File: src/rtl/bsg_tag_packet_tx.sv
// Serial bsg_tag transmitter: takes one packet per valid/ready handshake and
// shifts it LSB-first onto the tag line, followed by a forced idle gap.
module bsg_tag_packet_tx #(
  parameter int els_p               = 1024,
  parameter int max_payload_width_p = 12,
  parameter int gap_p               = 2,
  localparam int lg_els   = $clog2(els_p),
  localparam int lg_width = $clog2(max_payload_width_p + 1)
) (
  input  logic                           clk_i,
  input  logic                           reset_n_i,
  input  logic                           v_i,
  output logic                           ready_and_o,
  input  logic [lg_els-1:0]              node_id_i,
  input  logic                           data_not_reset_i,
  input  logic [lg_width-1:0]            len_i,
  input  logic [max_payload_width_p-1:0] payload_i,
  output logic                           tag_data_o,
  output logic                           busy_o,
  output logic                           err_o,
  output logic [2:0]                     state_o
);

  localparam int max_a_lp   = (lg_els > max_payload_width_p) ? lg_els : max_payload_width_p;
  localparam int cnt_max_lp = (max_a_lp > gap_p) ? max_a_lp : gap_p;
  localparam int cnt_w      = $clog2(cnt_max_lp + 1);

  typedef enum logic [2:0] {
    s_idle, s_start, s_id, s_dnr, s_len, s_pay, s_gap
  } state_e;

  state_e                         state;
  logic [cnt_w-1:0]               cnt;
  logic [lg_els-1:0]              id_r;
  logic                           dnr_r;
  logic [lg_width-1:0]            len_r;
  logic [lg_width-1:0]            len_sh;
  logic [max_payload_width_p-1:0] pay_r;
  logic                           tag_data;
  logic                           err;
  logic                           accept;
  logic                           legal;

  // Handshake: a packet transfers on a rising edge where v_i & ready_and_o.
  // Ready is also raised in the final gap cycle so that a held v_i starts the
  // next packet right after exactly gap_p zero cycles, with no extra bubble.
  assign ready_and_o = (state == s_idle) || ((state == s_gap) && (cnt == '0));
  assign accept      = v_i && ready_and_o;
  assign legal       = (len_i != '0) && (len_i <= lg_width'(max_payload_width_p));
  assign busy_o      = (state != s_idle);
  assign tag_data_o  = tag_data;
  assign err_o       = err;
  assign state_o     = state;

  // tag_data holds the bit of the field named by state during this cycle.
  always_ff @(posedge clk_i or negedge reset_n_i) begin
    if (!reset_n_i) begin
      state    <= s_idle;
      cnt      <= '0;
      id_r     <= '0;
      dnr_r    <= 1'b0;
      len_r    <= '0;
      len_sh   <= '0;
      pay_r    <= '0;
      tag_data <= 1'b0;
      err      <= 1'b0;
    end else begin
      err <= 1'b0;
      if (accept) begin
        if (legal) begin
          state    <= s_start;
          tag_data <= 1'b1;
          id_r     <= node_id_i;
          dnr_r    <= data_not_reset_i;
          len_r    <= len_i;
          pay_r    <= payload_i;
        end else begin
          state    <= s_idle;
          tag_data <= 1'b0;
          err      <= 1'b1;
        end
      end else begin
        case (state)
          s_start: begin
            tag_data <= id_r[0];
            id_r     <= id_r >> 1;
            cnt      <= cnt_w'(lg_els - 1);
            state    <= s_id;
          end
          s_id: begin
            if (cnt == '0) begin
              tag_data <= dnr_r;
              state    <= s_dnr;
            end else begin
              tag_data <= id_r[0];
              id_r     <= id_r >> 1;
              cnt      <= cnt - cnt_w'(1);
            end
          end
          s_dnr: begin
            tag_data <= len_r[0];
            len_sh   <= len_r >> 1;
            cnt      <= cnt_w'(lg_width - 1);
            state    <= s_len;
          end
          s_len: begin
            if (cnt == '0) begin
              tag_data <= pay_r[0];
              pay_r    <= pay_r >> 1;
              cnt      <= cnt_w'(len_r) - cnt_w'(1);
              state    <= s_pay;
            end else begin
              tag_data <= len_sh[0];
              len_sh   <= len_sh >> 1;
              cnt      <= cnt - cnt_w'(1);
            end
          end
          s_pay: begin
            if (cnt == '0) begin
              tag_data <= 1'b0;
              cnt      <= cnt_w'(gap_p - 1);
              state    <= s_gap;
            end else begin
              tag_data <= pay_r[0];
              pay_r    <= pay_r >> 1;
              cnt      <= cnt - cnt_w'(1);
            end
          end
          s_gap: begin
            tag_data <= 1'b0;
            if (cnt == '0) state <= s_idle;
            else           cnt   <= cnt - cnt_w'(1);
          end
          default: begin
            tag_data <= 1'b0;
            state    <= s_idle;
          end
        endcase
      end
    end
  end

endmodule
File: config.mk
export PLATFORM = sky130hd
export DESIGN_NAME = bsg_tag_packet_tx
export DESIGN_NICKNAME = d
export VERILOG_FILES = /design/src/rtl/bsg_tag_packet_tx.sv
export SDC_FILE = /design/constraint.sdc
export NUM_CORES = 1
export LEC_CHECK = 0
export CORE_ASPECT_RATIO = 1.5
export CORE_MARGIN = 1.5
export CORE_UTILIZATION = 54
export DETAILED_ROUTE_END_ITERATION = 10
export PLACE_DENSITY = 0.8
export SYNTH_ARGS = -nofsm -noshare
export SYNTH_HDL_FRONTEND = slang
export SYNTH_SLANG_ARGS = --single-unit
File: constraint.sdc
create_clock -name clk_i -period 2.7 [get_ports clk_i]
set_clock_uncertainty 0.2 [all_clocks]
set_input_delay 0.81 -clock clk_i [delete_from_list [all_inputs] [get_ports clk_i]]
set_output_delay 0.81 -clock clk_i [all_outputs]
set_load 0.1 [all_outputs]
==> flow_metrics.env <==
export IMPL_slowest_delay_ns=0.46
export IMPL_synth_warnings=0
export IMPL_finalCriticalPeriod_ns=2.65
export IMPL_critPathSlowestCell="clkdlybuf4s50_1"
export IMPL_critPathCapture="id_r[4]$_DFFE_PN0P_"
export IMPL_ant_nets=0
export IMPL_area_delta_synth_final_pct=28.9
export IMPL_cp_start_kind="primary input"
export IMPL_r2r_cells=8
export IMPL_synthesis_nets=249
export IMPL_wl_per_cell_um=16.3
export IMPL_worstPathCellList="clkdlybuf4s50_1 > o21a_1 > a21oi_2 > a21oi_1 > o32a_2 > mux2_2"
export IMPL_arrival_ns=2.62
export IMPL_die_width_um=56.7
export IMPL_worstMarginPinSlew_ns=0.884
export IMPL_clockBufferDepth=2
export IMPL_grt_overflow=0
export IMPL_layout_drive_gt1_share=0.361
export IMPL_fmaxAchievable_mhz=377
export IMPL_htree_levels=2
export IMPL_rsz0062_at_grt="yes"
export IMPL_cts_sinks=39
export IMPL_end_kind="flop"
export IMPL_core_area_sq_mm=0.00421
export IMPL_timing_reg2reg_setup_slack_ns=0.22
export IMPL_root_buffer="clkbuf_8"
export IMPL_crit_start="len_i[1]"
export IMPL_drv_cap=0
export IMPL_synth_distinct_cells=47
export IMPL_vias_per_cell=6.01
export IMPL_ir_drop_mv=1.30
export IMPL_grt_use_total=0.238
export IMPL_setup_viol=0
export IMPL_path_buf_inv=1
export IMPL_cts_hold_fix_buffers=0
export IMPL_final_common_cell="dfrtp_1"
export IMPL_cts_buffers=5
export IMPL_layout_common_cells="36 x dfrtp_1, 28 x mux2_2, 27 x clkdlybuf4s50_1, 20 x nor2_1, 20 x buf_4"
export IMPL_synthArstFlopShare=1.00
export IMPL_cts_tree="yes"
export IMPL_clk_pin_slew_worst_paths_ns=0.08
export IMPL_dieHeight_um=83.6
export IMPL_finalHoldViolCount=0
export IMPL_worstSetupPathType="primary input to flop"
export IMPL_clock_latency_ns=0.29
export IMPL_reg2reg_to="pay_r[4]$_DFFE_PN0P_"
export IMPL_syn_area_per_cell_sq_um=10.9
export IMPL_diodes=0
export IMPL_fillers=299
export IMPL_hp_class="flop to flop"
export IMPL_period_share=0.982
export IMPL_grt_first_pass_wirelength_um=8830
export IMPL_hold_ws_ns=0.307
export IMPL_antenna_found_initial=0
export IMPL_maxSlewHeadroom=0.411
export IMPL_start_util=0.555
export IMPL_drt_pass1_iterations=4
export IMPL_p_leak_nw=1.39
export IMPL_fin_nets=299
export IMPL_row_count=29
export IMPL_report_final_slew_viol_count=0
export IMPL_powerDensity_mw_per_mm2=1330
export IMPL_r2r_start="cnt[1]$_DFFE_PN0P_"
export IMPL_synthCells=215
export IMPL_port_buffers=36
export IMPL_cp_depth=6
export IMPL_die_area_sq_mm=0.00474
export IMPL_io_pins=37
export IMPL_status="finished, final reports clean"
export IMPL_final_util=0.716
export IMPL_ys_seq_area_frac=0.418
export IMPL_synth_top_flop_cell="dfrtp_1"
export IMPL_critPathRequiredTime_ns=2.67
export IMPL_vias=1874
export IMPL_wirelength_um=5080
export IMPL_drt_iter0_drc=86
export IMPL_drc=0
export IMPL_grt_max_degree=40
export IMPL_grt_pass1_vias=1949
export IMPL_routabilityCongestion=0.893
export IMPL_worstPathMaxFanout=10
export IMPL_layout_setup_ws_ns=0.0497
export IMPL_pre_cts_ws_ns=-0.409
export IMPL_dp_hpwl_um=3690
export IMPL_syn_cell_area_sq_mm=0.00234
export IMPL_synth_edf_count=0
export IMPL_crit_family="compound AO/OA/AOI/OAI gates"
export IMPL_ys_ff_latch=39
synthesized netlist by cell type, types with 2 or more instances:
cell type / count / area [sq um]
a21oi_1: 9 / 45.0
a221oi_1: 2 / 17.5
a311oi_1: 2 / 17.5
a31oi_1: 4 / 25.0
buf_2: 4 / 20.0
buf_6: 3 / 33.8
clkbuf_1: 4 / 15.0
dfrtp_1: 39 / 976
ha_1: 4 / 50.1
inv_1: 8 / 30.0
mux2_2: 28 / 315
mux2_4: 17 / 255
mux2i_1: 2 / 20.0
nand2_1: 14 / 52.6
nand3_1: 2 / 10.0
nor2_1: 21 / 78.8
nor2b_1: 4 / 25.0
nor3_1: 4 / 20.0
o21a_1: 2 / 15.0
o21ai_0: 9 / 45.0
o22ai_1: 4 / 25.0
o31ai_1: 2 / 15.0
or3_1: 2 / 12.5
xor2_1: 2 / 17.5
worst min-delay path: stages (launching register included):
cell and delay, ns:
dfrtp_1 0.35, nor2_1 0.05, nor2_1 0.07
layer usage:
| layer | part of all wire | wire length (um) | up-vias | track usage |
|---|---|---|---|---|
| li1 | - | - | 877 | - |
| met1 | 0.40 | 2010 | 923 | 0.293 |
| met2 | 0.53 | 2710 | 59 | 0.397 |
| met3 | 0.043 | 218 | 15 | 0.0465 |
| met4 | 0.026 | 131 | 0 | 0.104 |
| met5 | 0 | 0 | - | 0 |
state kept, by name (all words and copies together) (netlist names):
name	flops
cnt	4
dnr_r	1
err_o	1
id_r	10
len_r	4
len_sh	3
pay_r	12
state_o	3
tag_data_o	1
layout make-up:
| cell class | count | area (sq um) | share of cell area |
|---|---|---|---|
| Timing Repair Buffer | 56 | 569 | 0.189 |
| Inverter | 8 | 30.0 | 0.00997 |
| Tap cell | 46 | 57.6 | 0.0191 |
| Sequential cell | 39 | 980 | 0.325 |
| Clock buffer | 7 | 76.3 | 0.0253 |
| Multi-Input combinational cell | 155 | 1290 | 0.430 |
| Clock inverter | 1 | 5.00 | 0.00166 |
cell families after synthesis:
kind of cell,count (synthesis),synth area share
adder cells (fa/ha/maj),4,0.0214
AND/OR/NAND/NOR,54,0.111
buffers and inverters,21,0.0471
multiplexers,48,0.257
flip-flops,39,0.418
XOR/XNOR,3,0.0112
AO/OA/AOI/OAI,46,0.134
how the worst min path moves through the flow:
stage,from,endpoint,cells past startpoint
6_report,len_sh[1]$_DFFE_PN0P_,len_sh[1]$_DFFE_PN0P_,2
5_1_grt,id_r[9]$_DFFE_PN0P_,id_r[9]$_DFFE_PN0P_,1
3_3_place_gp,pay_r[11]$_DFFE_PN0P_,pay_r[11]$_DFFE_PN0P_,1
3_5_place_dp,id_r[9]$_DFFE_PN0P_,id_r[9]$_DFFE_PN0P_,1
2_1_floorplan,len_sh[0]$_DFFE_PN0P_,len_sh[0]$_DFFE_PN0P_,2
4_1_cts,pay_r[10]$_DFFE_PN0P_,pay_r[10]$_DFFE_PN0P_,1
per-stage QoR:
step	total power [mW]	std cells	cell area [sq um]	setup TNS, ns
4_1_cts	3.98	310	2990	0
3_5_place_dp	3.56	302	2880	-9.04
6_report	4.00	312	3010	0
5_1_grt	4.27	312	3010	-0.125
3_3_place_gp	3.50	302	2880	-7.32
2_1_floorplan	2.89	215	2350	0
power breakdown:
group	leakage [nW]	total [mW]	switching [mW]	internal [mW]
combinational	0.870	2.50	1.27	1.23
clock	0.0422	0.387	0.205	0.181
sequential	0.478	1.11	0.241	0.870
total	1.39	4.00	1.72	2.28
timing repair:
action / 4_1_cts / 5_1_grt
resized for setup: 8 / 5
cloned: 0 / 1
pin swaps: 1 / 2
endpoints found under the setup margin: 13 / 24
setup buffers: 0 / 1
Power figures use the tool's default switching activity.
